===== config.mk =====
export PLATFORM = sky130hd
export DESIGN_NAME = pc_gen_flat
export DESIGN_NICKNAME = d
export VERILOG_FILES = /design/src/rtl/RISCV_pkg.sv /design/src/rtl/pc_gen_if.sv /design/src/rtl/pc_gen_ras.sv /design/src/rtl/pc_gen.sv /design/src/flat_wrapper.sv
export SDC_FILE = /design/constraint.sdc
export NUM_CORES = 1
export LEC_CHECK = 0
export CORE_UTILIZATION = 50
export DETAILED_ROUTE_END_ITERATION = 7
export HOLD_SLACK_MARGIN = 0.12
export PLACE_DENSITY_LB_ADDON = 0.25
export SYNTH_ARGS = -nofsm -noshare
export SYNTH_HDL_FRONTEND = slang
export SYNTH_HIERARCHICAL = 1
export SYNTH_SLANG_ARGS = --single-unit

===== constraint.sdc =====
create_clock -name clk -period 9.1 [get_ports clk]
set_clock_uncertainty 0.2 [all_clocks]
set_input_delay 1.365 -clock clk [delete_from_list [all_inputs] [get_ports clk]]
set_output_delay 1.365 -clock clk [all_outputs]
set_load 0.005 [all_outputs]

===== src/rtl/RISCV_pkg.sv =====
// Shared RISC-V front-end types: next-PC select, branch condition and the
// machine word, plus the branch-condition evaluator used by pc_gen.
package RISCV_pkg;

    localparam int XLEN_DEF = 32;

    typedef logic [XLEN_DEF-1:0] word_t;

    typedef enum logic [1:0] {
        PC_4  = 2'd0,
        PC_B  = 2'd1,
        PC_J  = 2'd2,
        PC_JR = 2'd3
    } pc_src_t;

    typedef enum logic [2:0] {
        BEQ  = 3'd0,
        BNE  = 3'd1,
        BLT  = 3'd2,
        BGE  = 3'd3,
        BLTU = 3'd4,
        BGEU = 3'd5
    } br_cond_t;

    // Undefined condition encodings resolve to not-taken.
    function automatic logic br_eval(br_cond_t c, logic zero, logic lt, logic ltu);
        logic r;
        r = 1'b0;
        case (c)
            BEQ:     r = zero;
            BNE:     r = !zero;
            BLT:     r = lt;
            BGE:     r = !lt;
            BLTU:    r = ltu;
            BGEU:    r = !ltu;
            default: r = 1'b0;
        endcase
        return r;
    endfunction

endpackage


===== src/rtl/pc_gen_if.sv =====
// Control/status bundle between the decode stage (master) and pc_gen (slave).
// Return-address-stack signals exist only when PC_RAS_EN is defined.
interface pc_gen_if #(parameter int XLEN = 32);
    import RISCV_pkg::*;

    logic            stall;
    pc_src_t         pc_src;
    br_cond_t        br_cond;
    logic            alu_zero;
    logic            alu_lt;
    logic            alu_ltu;
    logic [XLEN-1:0] imm;
    logic [XLEN-1:0] rs1_val;
    logic            trap_req;
    logic [XLEN-1:0] trap_vec;
    logic [XLEN-1:0] pc_out;
    logic [XLEN-1:0] pc_plus4;
    logic            taken;
    logic            misalign;
    logic [XLEN-1:0] bad_addr;
`ifdef PC_RAS_EN
    logic            ras_push;
    logic            ras_pop;
    logic [XLEN-1:0] ras_top;
    logic            ras_empty;

    modport master (
        output stall, pc_src, br_cond, alu_zero, alu_lt, alu_ltu, imm, rs1_val,
               trap_req, trap_vec, ras_push, ras_pop,
        input  pc_out, pc_plus4, taken, misalign, bad_addr, ras_top, ras_empty
    );
    modport slave (
        input  stall, pc_src, br_cond, alu_zero, alu_lt, alu_ltu, imm, rs1_val,
               trap_req, trap_vec, ras_push, ras_pop,
        output pc_out, pc_plus4, taken, misalign, bad_addr, ras_top, ras_empty
    );
`else
    modport master (
        output stall, pc_src, br_cond, alu_zero, alu_lt, alu_ltu, imm, rs1_val,
               trap_req, trap_vec,
        input  pc_out, pc_plus4, taken, misalign, bad_addr
    );
    modport slave (
        input  stall, pc_src, br_cond, alu_zero, alu_lt, alu_ltu, imm, rs1_val,
               trap_req, trap_vec,
        output pc_out, pc_plus4, taken, misalign, bad_addr
    );
`endif

endinterface


===== src/rtl/pc_gen_ras.sv =====
// pc_ras: circular return-address stack; a push when full overwrites the
// oldest entry, a pop when empty is ignored, push+pop replaces the top.
module pc_ras #(
    parameter int XLEN      = 32,
    parameter int RAS_DEPTH = 4
) (
    input  logic            clk,
    input  logic            rst_n,
    input  logic            push_i,
    input  logic            pop_i,
    input  logic [XLEN-1:0] data_i,
    output logic [XLEN-1:0] top_o,
    output logic            empty_o
);

    localparam int PW = $clog2(RAS_DEPTH);
    localparam int CW = PW + 1;

    logic [XLEN-1:0] mem_q [RAS_DEPTH];
    logic [PW-1:0]   top_q, top_d;
    logic [CW-1:0]   cnt_q, cnt_d;
    logic            wr_en;
    logic [PW-1:0]   wr_idx;

    assign empty_o = (cnt_q == '0);
    assign top_o   = empty_o ? '0 : mem_q[top_q];

    // top_q indexes the newest entry; index arithmetic wraps since depth is 2^PW.
    always_comb begin
        top_d  = top_q;
        cnt_d  = cnt_q;
        wr_en  = 1'b0;
        wr_idx = top_q;
        if (push_i && pop_i && !empty_o) begin
            wr_en = 1'b1;
        end else if (push_i) begin
            wr_en  = 1'b1;
            wr_idx = top_q + PW'(1);
            top_d  = top_q + PW'(1);
            if (cnt_q != CW'(RAS_DEPTH))
                cnt_d = cnt_q + CW'(1);
        end else if (pop_i && !empty_o) begin
            top_d = top_q - PW'(1);
            cnt_d = cnt_q - CW'(1);
        end
    end

    always_ff @(posedge clk or negedge rst_n) begin
        if (!rst_n) begin
            top_q <= '0;
            cnt_q <= '0;
        end else begin
            top_q <= top_d;
            cnt_q <= cnt_d;
        end
    end

    always_ff @(posedge clk) begin
        if (wr_en)
            mem_q[wr_idx] <= data_i;
    end

endmodule


===== src/rtl/pc_gen.sv =====
// pc_gen: program-counter generator with branch/jump/trap redirect and
// misaligned-target detection. Define PC_RAS_EN to add the return-address stack.
module pc_gen
    import RISCV_pkg::*;
#(
    parameter int              XLEN      = 32,
    parameter logic [XLEN-1:0] RESET_VEC = '0,
    parameter int              RAS_DEPTH = 4
) (
    input logic     clk,
    input logic     rst_n,
    pc_gen_if.slave bus
);

    if (RAS_DEPTH < 2 || (RAS_DEPTH & (RAS_DEPTH - 1)) != 0) begin : g_bad_depth
        $error("pc_gen: RAS_DEPTH must be a power of two, at least 2");
    end

    logic [XLEN-1:0] pc_q, pc_d;
    logic            taken_q, taken_d;
    logic            misalign_q, misalign_d;
    logic [XLEN-1:0] bad_addr_q, bad_addr_d;

    logic            cond;
    logic            redirect;
    logic [XLEN-1:0] seq_pc;
    logic [XLEN-1:0] target;

    assign seq_pc = pc_q + XLEN'(4);

    always_comb begin
        cond     = br_eval(bus.br_cond, bus.alu_zero, bus.alu_lt, bus.alu_ltu);
        target   = seq_pc;
        redirect = 1'b0;
        case (bus.pc_src)
            PC_B: begin
                if (cond) begin
                    target   = pc_q + bus.imm;
                    redirect = 1'b1;
                end
            end
            PC_J: begin
                target   = pc_q + bus.imm;
                redirect = 1'b1;
            end
            PC_JR: begin
                target   = (bus.rs1_val + bus.imm) & {{(XLEN-1){1'b1}}, 1'b0};
                redirect = 1'b1;
            end
            default: begin
                target   = seq_pc;
                redirect = 1'b0;
            end
        endcase
    end

    // Trap beats stall; a misaligned target (bit1 set) leaves the PC where it is.
    always_comb begin
        pc_d       = pc_q;
        taken_d    = taken_q;
        misalign_d = 1'b0;
        bad_addr_d = bad_addr_q;
        if (bus.trap_req) begin
            pc_d    = bus.trap_vec;
            taken_d = 1'b1;
        end else if (!bus.stall) begin
            if (target[1]) begin
                misalign_d = 1'b1;
                bad_addr_d = target;
                taken_d    = 1'b0;
            end else begin
                pc_d    = target;
                taken_d = redirect;
            end
        end
    end

    always_ff @(posedge clk or negedge rst_n) begin
        if (!rst_n) begin
            pc_q       <= RESET_VEC;
            taken_q    <= 1'b0;
            misalign_q <= 1'b0;
            bad_addr_q <= '0;
        end else begin
            pc_q       <= pc_d;
            taken_q    <= taken_d;
            misalign_q <= misalign_d;
            bad_addr_q <= bad_addr_d;
        end
    end

    assign bus.pc_out   = pc_q;
    assign bus.pc_plus4 = seq_pc;
    assign bus.taken    = taken_q;
    assign bus.misalign = misalign_q;
    assign bus.bad_addr = bad_addr_q;

`ifdef PC_RAS_EN
    pc_ras #(
        .XLEN      (XLEN),
        .RAS_DEPTH (RAS_DEPTH)
    ) u_ras (
        .clk     (clk),
        .rst_n   (rst_n),
        .push_i  (!bus.stall && bus.ras_push),
        .pop_i   (!bus.stall && bus.ras_pop),
        .data_i  (seq_pc),
        .top_o   (bus.ras_top),
        .empty_o (bus.ras_empty)
    );
`endif

endmodule


===== src/flat_wrapper.sv =====
// flat-port wrapper written by rule: the top's interface ports become plain ports
module pc_gen_flat import RISCV_pkg::*;
#(
    parameter int              XLEN      = 32,
    parameter logic [XLEN-1:0] RESET_VEC = '0,
    parameter int              RAS_DEPTH = 4
)
  (clk, rst_n, bus_stall, bus_pc_src, bus_br_cond, bus_alu_zero, bus_alu_lt, bus_alu_ltu, bus_imm, bus_rs1_val, bus_trap_req, bus_trap_vec, bus_pc_out, bus_pc_plus4, bus_taken, bus_misalign, bus_bad_addr);
  pc_gen_if #(.XLEN(XLEN)) bus_i ();
  input logic clk;
  input logic rst_n;
  input wire logic [$bits(bus_i.stall)-1:0] bus_stall;
  input wire logic [$bits(bus_i.pc_src)-1:0] bus_pc_src;
  input wire logic [$bits(bus_i.br_cond)-1:0] bus_br_cond;
  input wire logic [$bits(bus_i.alu_zero)-1:0] bus_alu_zero;
  input wire logic [$bits(bus_i.alu_lt)-1:0] bus_alu_lt;
  input wire logic [$bits(bus_i.alu_ltu)-1:0] bus_alu_ltu;
  input wire logic [$bits(bus_i.imm)-1:0] bus_imm;
  input wire logic [$bits(bus_i.rs1_val)-1:0] bus_rs1_val;
  input wire logic [$bits(bus_i.trap_req)-1:0] bus_trap_req;
  input wire logic [$bits(bus_i.trap_vec)-1:0] bus_trap_vec;
  output wire logic [$bits(bus_i.pc_out)-1:0] bus_pc_out;
  output wire logic [$bits(bus_i.pc_plus4)-1:0] bus_pc_plus4;
  output wire logic [$bits(bus_i.taken)-1:0] bus_taken;
  output wire logic [$bits(bus_i.misalign)-1:0] bus_misalign;
  output wire logic [$bits(bus_i.bad_addr)-1:0] bus_bad_addr;
  assign bus_i.stall = bus_stall;
  assign bus_i.pc_src = bus_pc_src;
  assign bus_i.br_cond = bus_br_cond;
  assign bus_i.alu_zero = bus_alu_zero;
  assign bus_i.alu_lt = bus_alu_lt;
  assign bus_i.alu_ltu = bus_alu_ltu;
  assign bus_i.imm = bus_imm;
  assign bus_i.rs1_val = bus_rs1_val;
  assign bus_i.trap_req = bus_trap_req;
  assign bus_i.trap_vec = bus_trap_vec;
  assign bus_pc_out = bus_i.pc_out;
  assign bus_pc_plus4 = bus_i.pc_plus4;
  assign bus_taken = bus_i.taken;
  assign bus_misalign = bus_i.misalign;
  assign bus_bad_addr = bus_i.bad_addr;
  pc_gen #(.XLEN(XLEN), .RESET_VEC(RESET_VEC), .RAS_DEPTH(RAS_DEPTH)) u_core (.clk(clk), .rst_n(rst_n), .bus(bus_i));
endmodule

Word level (Yosys, flattened, before mapping)
Index checks and enable logic that the tools add are counted.

Input port bits: 108. Word-level logic and storage cells: 40. Register bits: 66. Output and inout bits: 98.

Add/sub/neg operators: 3. Muxes and demuxes: 14. Reduce and logical (&&, ||, !) cells: 7. Equality and inequality tests: 10. Bitwise gates (word level): 2.

Operators with widths (count): $mux W32 (4); $pmux W32 S3 (1); $add A32 B32 Y32 (2); $add A32 B3 Y32 const B (1); $mux W1 (7); $eq A3 B2 Y1 const B (2); $eq A3 B3 Y1 const B (2); $pmux W1 S6 (1); $eq A2 B2 Y1 const B (2); $eq A3 B1 Y1 const B (1); $logic_not A1 Y1 (3); $logic_not A3 Y1 (1); $reduce_and A3 Y1 (1); $eq A2 B1 Y1 const B (1); $ne A2 B1 Y1 const B (1); $ne A2 B2 Y1 const B (1); $not A1 Y1 (2); $pmux W1 S2 (1); $reduce_and A2 Y1 (1); $reduce_or A2 Y1 (1).

Longest topological paths before layout
Gate-level depths: netlist (run 1).

Depth after elaboration: 7. Mapped depth: 12. Mapped depth without buffers: 12.

Least setup slack after synthesis (run 1)
Ideal clock, no wire load.

Path kind: input to register. From: input port bus_imm[1]. To: register u_core.pc_q[28] (netlist: u_core/bus.pc_out[28]). Setup slack: 5.118 ns. Stages on the path: 11. Required time: 8.823 ns. Data arrival time: 3.705 ns. Setup time: 0.077 ns. Buffers on the path: 0. Path through: inv_1 -> fa_1 -> nand2b_1 -> a211oi_1 -> o2111ai_1 -> a41oi_1 -> a31oi_1 -> or4_1 -> nand4_1 -> mux2i_1 -> o21ai_1.

Cells in the longest elaborated chain, start to end: 6. Elaborated cells on any way between the ends: 9. Classes of those cells: 2 x add/sub; 1 x eq/ne; 5 x mux; 1 x reduce/logical.

RTL lines: from (decl) (RTL line flat_wrapper.sv:18) `input wire logic [$bits(bus_i.imm)-1:0] bus_imm;`; $add A32 B32 Y32 (RTL line pc_gen.sv:38, pc_gen.sv:43); $mux W32 (RTL line pc_gen.sv:37) `if (cond) begin`; $pmux W32 S3 (*) (RTL line pc_gen.sv:35) `case (bus.pc_src)`; $mux W32 (RTL line pc_gen.sv:67) `if (target[1]) begin`; $mux W32 (RTL line pc_gen.sv:66) `end else if (!bus.stall) begin`; $mux W32 (RTL line pc_gen.sv:63) `if (bus.trap_req) begin`; to (signal assigned) (RTL line pc_gen.sv:85) `pc_q <= pc_d;`; to (decl) (RTL line pc_gen.sv:19) `logic [XLEN-1:0] pc_q, pc_d;`.

Every way passes the cells marked *; elsewhere a longest branch is shown, timed or not. The select of a mux whose other input is x is not followed. A chain may end at the register's enable or synchronous reset.

Final worst setup path (run 1)
From: input port bus_pc_src[0]. To: register u_core.pc_q[29] (netlist: u_core/bus.pc_out[29]).

Cells in the longest elaborated chain, start to end: 5. Elaborated cells on any way between the ends: 9. Classes of those cells: 4 x eq/ne; 4 x mux; 1 x reduce/logical.

RTL lines: from (decl) (RTL line flat_wrapper.sv:13) `input wire logic [$bits(bus_i.pc_src)-1:0] bus_pc_src;`; $eq A2 B2 Y1 / $eq A2 B1 Y1 (equally long branches) (RTL line pc_gen.sv:35); $pmux W32 S3 (*) (RTL line pc_gen.sv:35); $mux W32 (RTL line pc_gen.sv:67); $mux W32 (RTL line pc_gen.sv:66); $mux W32 (RTL line pc_gen.sv:63).

Marked as above.

==> results.cfg, run 1 <==
[setup_path]
rrSetupSlack_ns = 5.51
r2r_cells = 10
r2r-start = u_core/bus.pc_out[3]$_DFFE_PN0P_
cp-start-kind = input port
path_class = in2reg
cp_slowest_cell = clkdlybuf4s50_1
path_max_fanout = 24
path_cells = clkdlybuf4s50_1 -> and4b_1 -> a21oi_2 -> o211ai_1 -> a21oi_4 -> buf_4 -> nand2b_1 -> a221oi_1 -> a211o_1
cp.arrival_ns = 4.92
cp-end-kind = register
timing.rr.end = u_core/bus.bad_addr[19]$_DFFE_PN0P_
cpPeakStageDelay_ns = 0.69
crit_required_ns = 9.17

[run_status]
status = complete, but fails checks
violations = design-rule violations

[detailed_routing]
viasPerCell = 6.39
drt_iter0_drc = 965
wl_per_cell_um = 20.4
dr.pass1.iters = 8
vias = 8453
ant_nets = 0
routed_wl_um = 27000
drcViolationCount = 30

[logic_synthesis]
async_reset_ff_share_pct = 100
ys_ff_latch = 66
syn_inst = 959
synth_fp_nets = 1131
yosysSeqAreaShare_pct = 21.9
synth-edff-count = 0
yosysWarnings = 6
ys.flop_type = dfrtp_1
yosys.cell_types.count = 87
synthesis.area_mm2 = 0.00754
syn_avg_cell_area_um2 = 7.86

[sta]
fin_crit_sh_pct = 53.3
slew_viol_final = 0
max_slew.worst_pin.slew_ns = 0.960
min_period_ns = 4.85
setup_viol = 0
fmax_mhz = 206
hold_viol = 0
slew_headroom_pct = 36.0
tns_ns = 0
rsz0062_at_grt = no

[floorplanning]
start_util_pct = 51.5
coreArea_mm2 = 0.0146
die_h_um = 125
row_count = 44
die_w_um = 125
pin_count = 206
dieArea_mm2 = 0.0156

[cts]
postCtsSetupRepairBufs = 0
insertion_delay_ns = 0.33
cts_buffers = 9
cts_sinks = 66
cts_buffer_depth = 2
htreeDepth = 3
path_clk_slew_ns = 0.05
cts.repair.resized = 0
hold_buffers = 0
cts_tree = built
cts-root-buf = clkbuf_16

[power]
pwr-share-clk_pct = 19.0
pwr-share-seq_pct = 27.1
power_frac_comb_pct = 53.9
netSwitchingFraction_pct = 39.8
p_per_area_mw_per_mm2 = 164
ir_worst_vdd_uv = 102
p_int_mw = 0.983
power.switching_mw = 0.651
power.leakage_nw = 4.11

[final_layout]
multi_input_area_mm2 = 0.00560
diodes = 0
final_nets = 1305
regArea_mm2 = 0.00165
drive_gt1_share_pct = 4.75
final_core_util_pct = 67.8
design_area_mm2 = 0.00994
fill_cells = 1236
area_delta_synth_final_pct = 31.8

[placement]
port_buffers = 205
placedInstanceArea_mm2 = 0.00967
gp_congestion = 0.990
dp_hpwl_um = 21900

[global_routing]
grt_usage_pct = 34.3
grt_pass1_wl_um = 41700
grt_pass1_vias = 7502
antenna_found_initial = 0
grt-ovfl-total = 0
grt_max_degree = 68

[worst_hold_path]
min_delay_path_depth = 1
min-delay-start = u_core/bus.bad_addr[1]$_DFFE_PN0P_
hp-class = reg2reg
hold_end = u_core/bus.bad_addr[1]$_DFFE_PN0P_

[flow_run]
maxCapViolCount = 0
-- sequential cells by signal, indices dropped and copies added (netlist names) --
signal and count:
u_core/bus.taken 1, u_core/bus.pc_out 32, u_core/bus.misalign 1, u_core/bus.bad_addr 32
-- kinds of logic (layout without fill, tap and decap cells) --
logic type      Yosys count  count (layout)  synth area share (%)
flops                    66              66                  21.9
simple gates            327             327                  22.2
mux                      16              16                  2.22
fa+ha+maj                64              64                  10.8
compound gates          333             333                  29.7
xor+xnor                 79              79                  9.27
buf+inv                  74             253                  3.88
-- cell usage after synthesis (8+ instances only) --
master / n / area share, %
a222oi_1: 12 / 1.6
nand4_1: 20 / 1.7
a21o_1: 27 / 2.7
nand2b_1: 15 / 1.2
ha_1: 62 / 10
dfrtp_1: 66 / 22
nor2_1: 65 / 3.2
and3_1: 14 / 1.2
o21ai_1: 20 / 1.3
mux2i_1: 10 / 1.3
clkbuf_1: 40 / 2.0
nor3b_1: 12 / 1.2
o21ai_0: 70 / 4.6
inv_1: 25 / 1.2
o211ai_1: 10 / 1.0
a211oi_1: 19 / 1.9
a221oi_1: 9 / 1.0
nand3_1: 29 / 1.9
o21a_1: 8 / 0.80
xnor2_1: 48 / 5.6
nor3_1: 18 / 1.2
a21oi_1: 78 / 5.2
xor2_1: 30 / 3.5
a31oi_1: 9 / 0.75
nand2_1: 107 / 5.3
-- through the flow --
stage / worst slack [ns] / hold slack [ns] / cells / power, mW
finish: 4.25 / 0.277 / 1322 / 1.63
global route: 4.02 / 0.305 / 1322 / 1.72
CTS: 4.29 / 0.276 / 1322 / 1.61
detailed placement: 3.96 / 0.264 / 1306 / 1.31
global placement: 4.04 / 0.249 / 1306 / 1.30
floorplan: 5.12 / 0.259 / 959 / 0.903
-- cells in the final DEF (no fill, tap or decap), types with 7 or more instances in the layout --
cell type,netlist,final
clkdlybuf4s50_1,0,203
nand2_1,107,107
a21oi_1,78,78
o21ai_0,70,70
dfrtp_1,66,66
nor2_1,65,65
ha_1,62,62
xnor2_1,48,48
xor2_1,30,30
nand3_1,29,29
a21o_1,27,27
inv_1,25,25
nand4_1,20,20
o21ai_1,20,20
a211oi_1,19,19
nor3_1,18,18
nand2b_1,15,15
and3_1,14,14
a222oi_1,12,12
nor3b_1,12,12
o211ai_1,10,10
mux2i_1,10,10
clkbuf_16,0,9
a221oi_1,9,9
a31oi_1,9,9
o21a_1,8,8
a211o_1,7,7
nor4_1,7,7
o31ai_1,7,7
-- power by group through the flow --
stage	combinational (mW)	sequential, mW	clock, mW
after CTS	0.864	0.441	0.309
final	0.880	0.443	0.310
after global placement	0.853	0.443	0
after floorplan	0.476	0.427	0
after global routing	0.949	0.452	0.324
after detailed placement	0.860	0.445	0
-- worst max path at each step --
| stage | startpoint | end | slack (ns) | cells after the start |
|---|---|---|---|---|
| 4_1_cts | bus_imm[1] | u_core/bus.pc_out[28]$_DFFE_PN0P_ | 4.29 | 12 |
| 3_5_place_dp | bus_imm[1] | u_core/bus.pc_out[28]$_DFFE_PN0P_ | 3.96 | 12 |
| 3_3_place_gp | bus_imm[1] | u_core/bus.pc_out[28]$_DFFE_PN0P_ | 4.04 | 12 |
| 6_report | bus_pc_src[0] | u_core/bus.pc_out[29]$_DFFE_PN0P_ | 4.25 | 9 |
| 2_1_floorplan | bus_imm[1] | u_core/bus.pc_out[28]$_DFFE_PN0P_ | 5.12 | 11 |
| 5_1_grt | bus_pc_src[0] | u_core/bus.pc_out[29]$_DFFE_PN0P_ | 4.02 | 9 |
-- cell type report --
type                       count  area share, %
sequential                    66           16.6
clock buffer                  13           2.52
clock inverter                 3          0.151
inverter                      26          0.982
tap                          184           2.32
multi-input combinational    819           56.4
timing repair buffer         211           21.0
-- routing by layer --
metal  global-route usage (%)  vias to the layer above  share of wire [%]
li1                         -                     3947                  -
met1                     51.2                     4015                 45
met2                     50.0                      451                 42
met3                     6.31                       40                 10
met4                     9.83                        0                2.2
met5                        0                        -                  0
-- worst max-delay path, delay by kind of cell --
kind                   cells  cell delay, ns
AO/OA/AOI/OAI              5            1.72
buffers and inverters      2            1.08
AND/OR/NAND/NOR            2            0.75
No activity file was read; power rests on OpenSTA's default activity.
==> inputs of run 2 (changes only) <==
- CORE_UTILIZATION: 50 -> 45
- clock period: 9.1 -> 3.9 ns (I/O delays scaled with it)
==> results.cfg, run 2 (synthesized netlist as in run 1, its figures left out) <==
[cts]
postCtsSetupRepairBufs = 0
cts_buffers = 9
htreeDepth = 3
cts.repair.resized = 0
cts_buffer_depth = 2
insertion_delay_ns = 0.33
path_clk_slew_ns = 0.05
cts_sinks = 66
hold_buffers = 0
cts-root-buf = clkbuf_16
cts_tree = built

[worst_hold_path]
hp-class = in2async

[sta]
fin_crit_sh_pct = 96.6
hold_viol = 0
min_period_ns = 3.77
fmax_mhz = 265
slew_headroom_pct = 47.5
rsz0062_at_grt = no
slew_viol_final = 0
max_slew.worst_pin.slew_ns = 0.786
setup_viol = 0

[setup_path]
cp-start-kind = input port
cp-end-kind = register
crit_required_ns = 3.92
path_class = in2reg
cp.arrival_ns = 3.79
path_max_fanout = 6

[detailed_routing]
wl_per_cell_um = 19.9
ant_nets = 0
viasPerCell = 6.14
routed_wl_um = 28400
drt_iter0_drc = 989
vias = 8784
dr.pass1.iters = 5
drcViolationCount = 0

[placement]
gp_congestion = 0.995
placedInstanceArea_mm2 = 0.0103
dp_hpwl_um = 23300
port_buffers = 205

[run_status]
status = completed

[power]
total_power_mw = 4.11
p_per_area_mw_per_mm2 = 387
ir_worst_vdd_uv = 328
power.leakage_nw = 4.50

[final_layout]
final_common_cell = clkdlybuf4s50_1
drive_gt1_share_pct = 11.0
area_delta_synth_final_pct = 40.8
diodes = 0
final_cell_mix = 203 x clkdlybuf4s50_1, 107 x nand2_1, 82 x buf_4, 78 x a21oi_1, 70 x o21ai_0
design_area_mm2 = 0.0106
final_nets = 1382

[global_routing]
grt-ovfl-total = 0
grt_pass1_wl_um = 43800
grt_pass1_vias = 7888
grt_usage_pct = 32.1
antenna_found_initial = 0
grt_max_degree = 59

[floorplanning]
die_h_um = 131
pin_count = 206
start_util_pct = 46.8
row_count = 46
dieArea_mm2 = 0.0173
coreArea_mm2 = 0.0161
die_w_um = 131

[flow_run]
maxCapViolCount = 0
## run 2: changes by cell type in the layout (fill, tap and decap cells not counted)
cell and change:
a2bb2oi_1 -1, clkbuf_8 +1, a2bb2oi_2 +1, a41oi_1 -1
buf_12 +1, clkinv_2 -2, bufinv_16 +1, a211oi_2 +1
a211oi_1 -1, a41oi_2 +1, buf_4 +76
## run 2: per-layer routing
layer,part of all wire (%),track usage [%],up-vias,routed length (um)
li1,-,-,4101,-
met1,45,46.6,4150,12900
met2,43,48.8,480,12300
met3,9.2,5.56,53,2630
met4,2.4,8.33,0,675
met5,0,0,-,0
## run 2: path summary, 6_finish.rpt
path,endpoint,start,slack [ns],cells past startpoint
worst min register to register,u_core/bus.bad_addr[1]$_DFFE_PN0P_,u_core/bus.bad_addr[1]$_DFFE_PN0P_,0.27,1
min in group clk,u_core/bus.bad_addr[1]$_DFFE_PN0P_,u_core/bus.bad_addr[1]$_DFFE_PN0P_,0.27,1
worst max-delay path,u_core/bus.bad_addr[24]$_DFFE_PN0P_,bus_imm[0],0.13,14
max in group asynchronous,u_core/bus.bad_addr[27]$_DFFE_PN0P_,rst_n,2.61,2
worst min-delay path,u_core/bus.bad_addr[4]$_DFFE_PN0P_,rst_n,0.12,1
worst max register to register,u_core/bus.bad_addr[24]$_DFFE_PN0P_,u_core/bus.pc_out[0]$_DFFE_PN0P_,0.46,12
## run 2: stage by stage
stage | cells | setup WS, ns | hold slack, ns | utilization [%] | setup TNS (ns)
after floorplan | 959 | 0.698 | 0.0894 | - | 0
after global placement | 1415 | -0.184 | 0.248 | 63.9 | -1.04
after detailed placement | 1415 | -0.265 | 0.252 | 63.9 | -2.35
after CTS | 1431 | 0.0673 | 0.141 | 65.8 | 0
after global routing | 1431 | 0.00613 | 0.186 | 65.9 | 0
final | 1431 | 0.133 | 0.116 | 65.9 | 0
## run 2: layout make-up
| type | count | area [um2] |
|---|---|---|
| Fill cell | 1440 | 5500 |
| Tap cell | 216 | 270 |
| Inverter | 26 | 97.6 |
| Sequential cell | 66 | 1650 |
| Multi-Input combinational cell | 819 | 5620 |
| Timing Repair Buffer | 288 | 2680 |
| Clock inverter | 2 | 35.0 |
| Clock buffer | 14 | 264 |
## run 2: worst max-delay path, cell delays in order
cell             delay (ns)
clkdlybuf4s50_1        0.42
buf_4                  0.15
ha_1                   0.20
inv_1                  0.07
fa_1                   0.22
nor2b_1                0.07
o31a_1                 0.28
a2bb2oi_2              0.19
a211oi_2               0.55
mux2_1                 0.39
o221ai_1               0.16
a31oi_1                0.11
or2_1                  0.24
o22a_1                 0.15
## run 2: where the power goes
part           total [mW]  switching [mW]  internal (mW)
combinational        2.26            1.11           1.15
clock               0.806           0.277          0.529
sequential           1.04           0.189          0.847
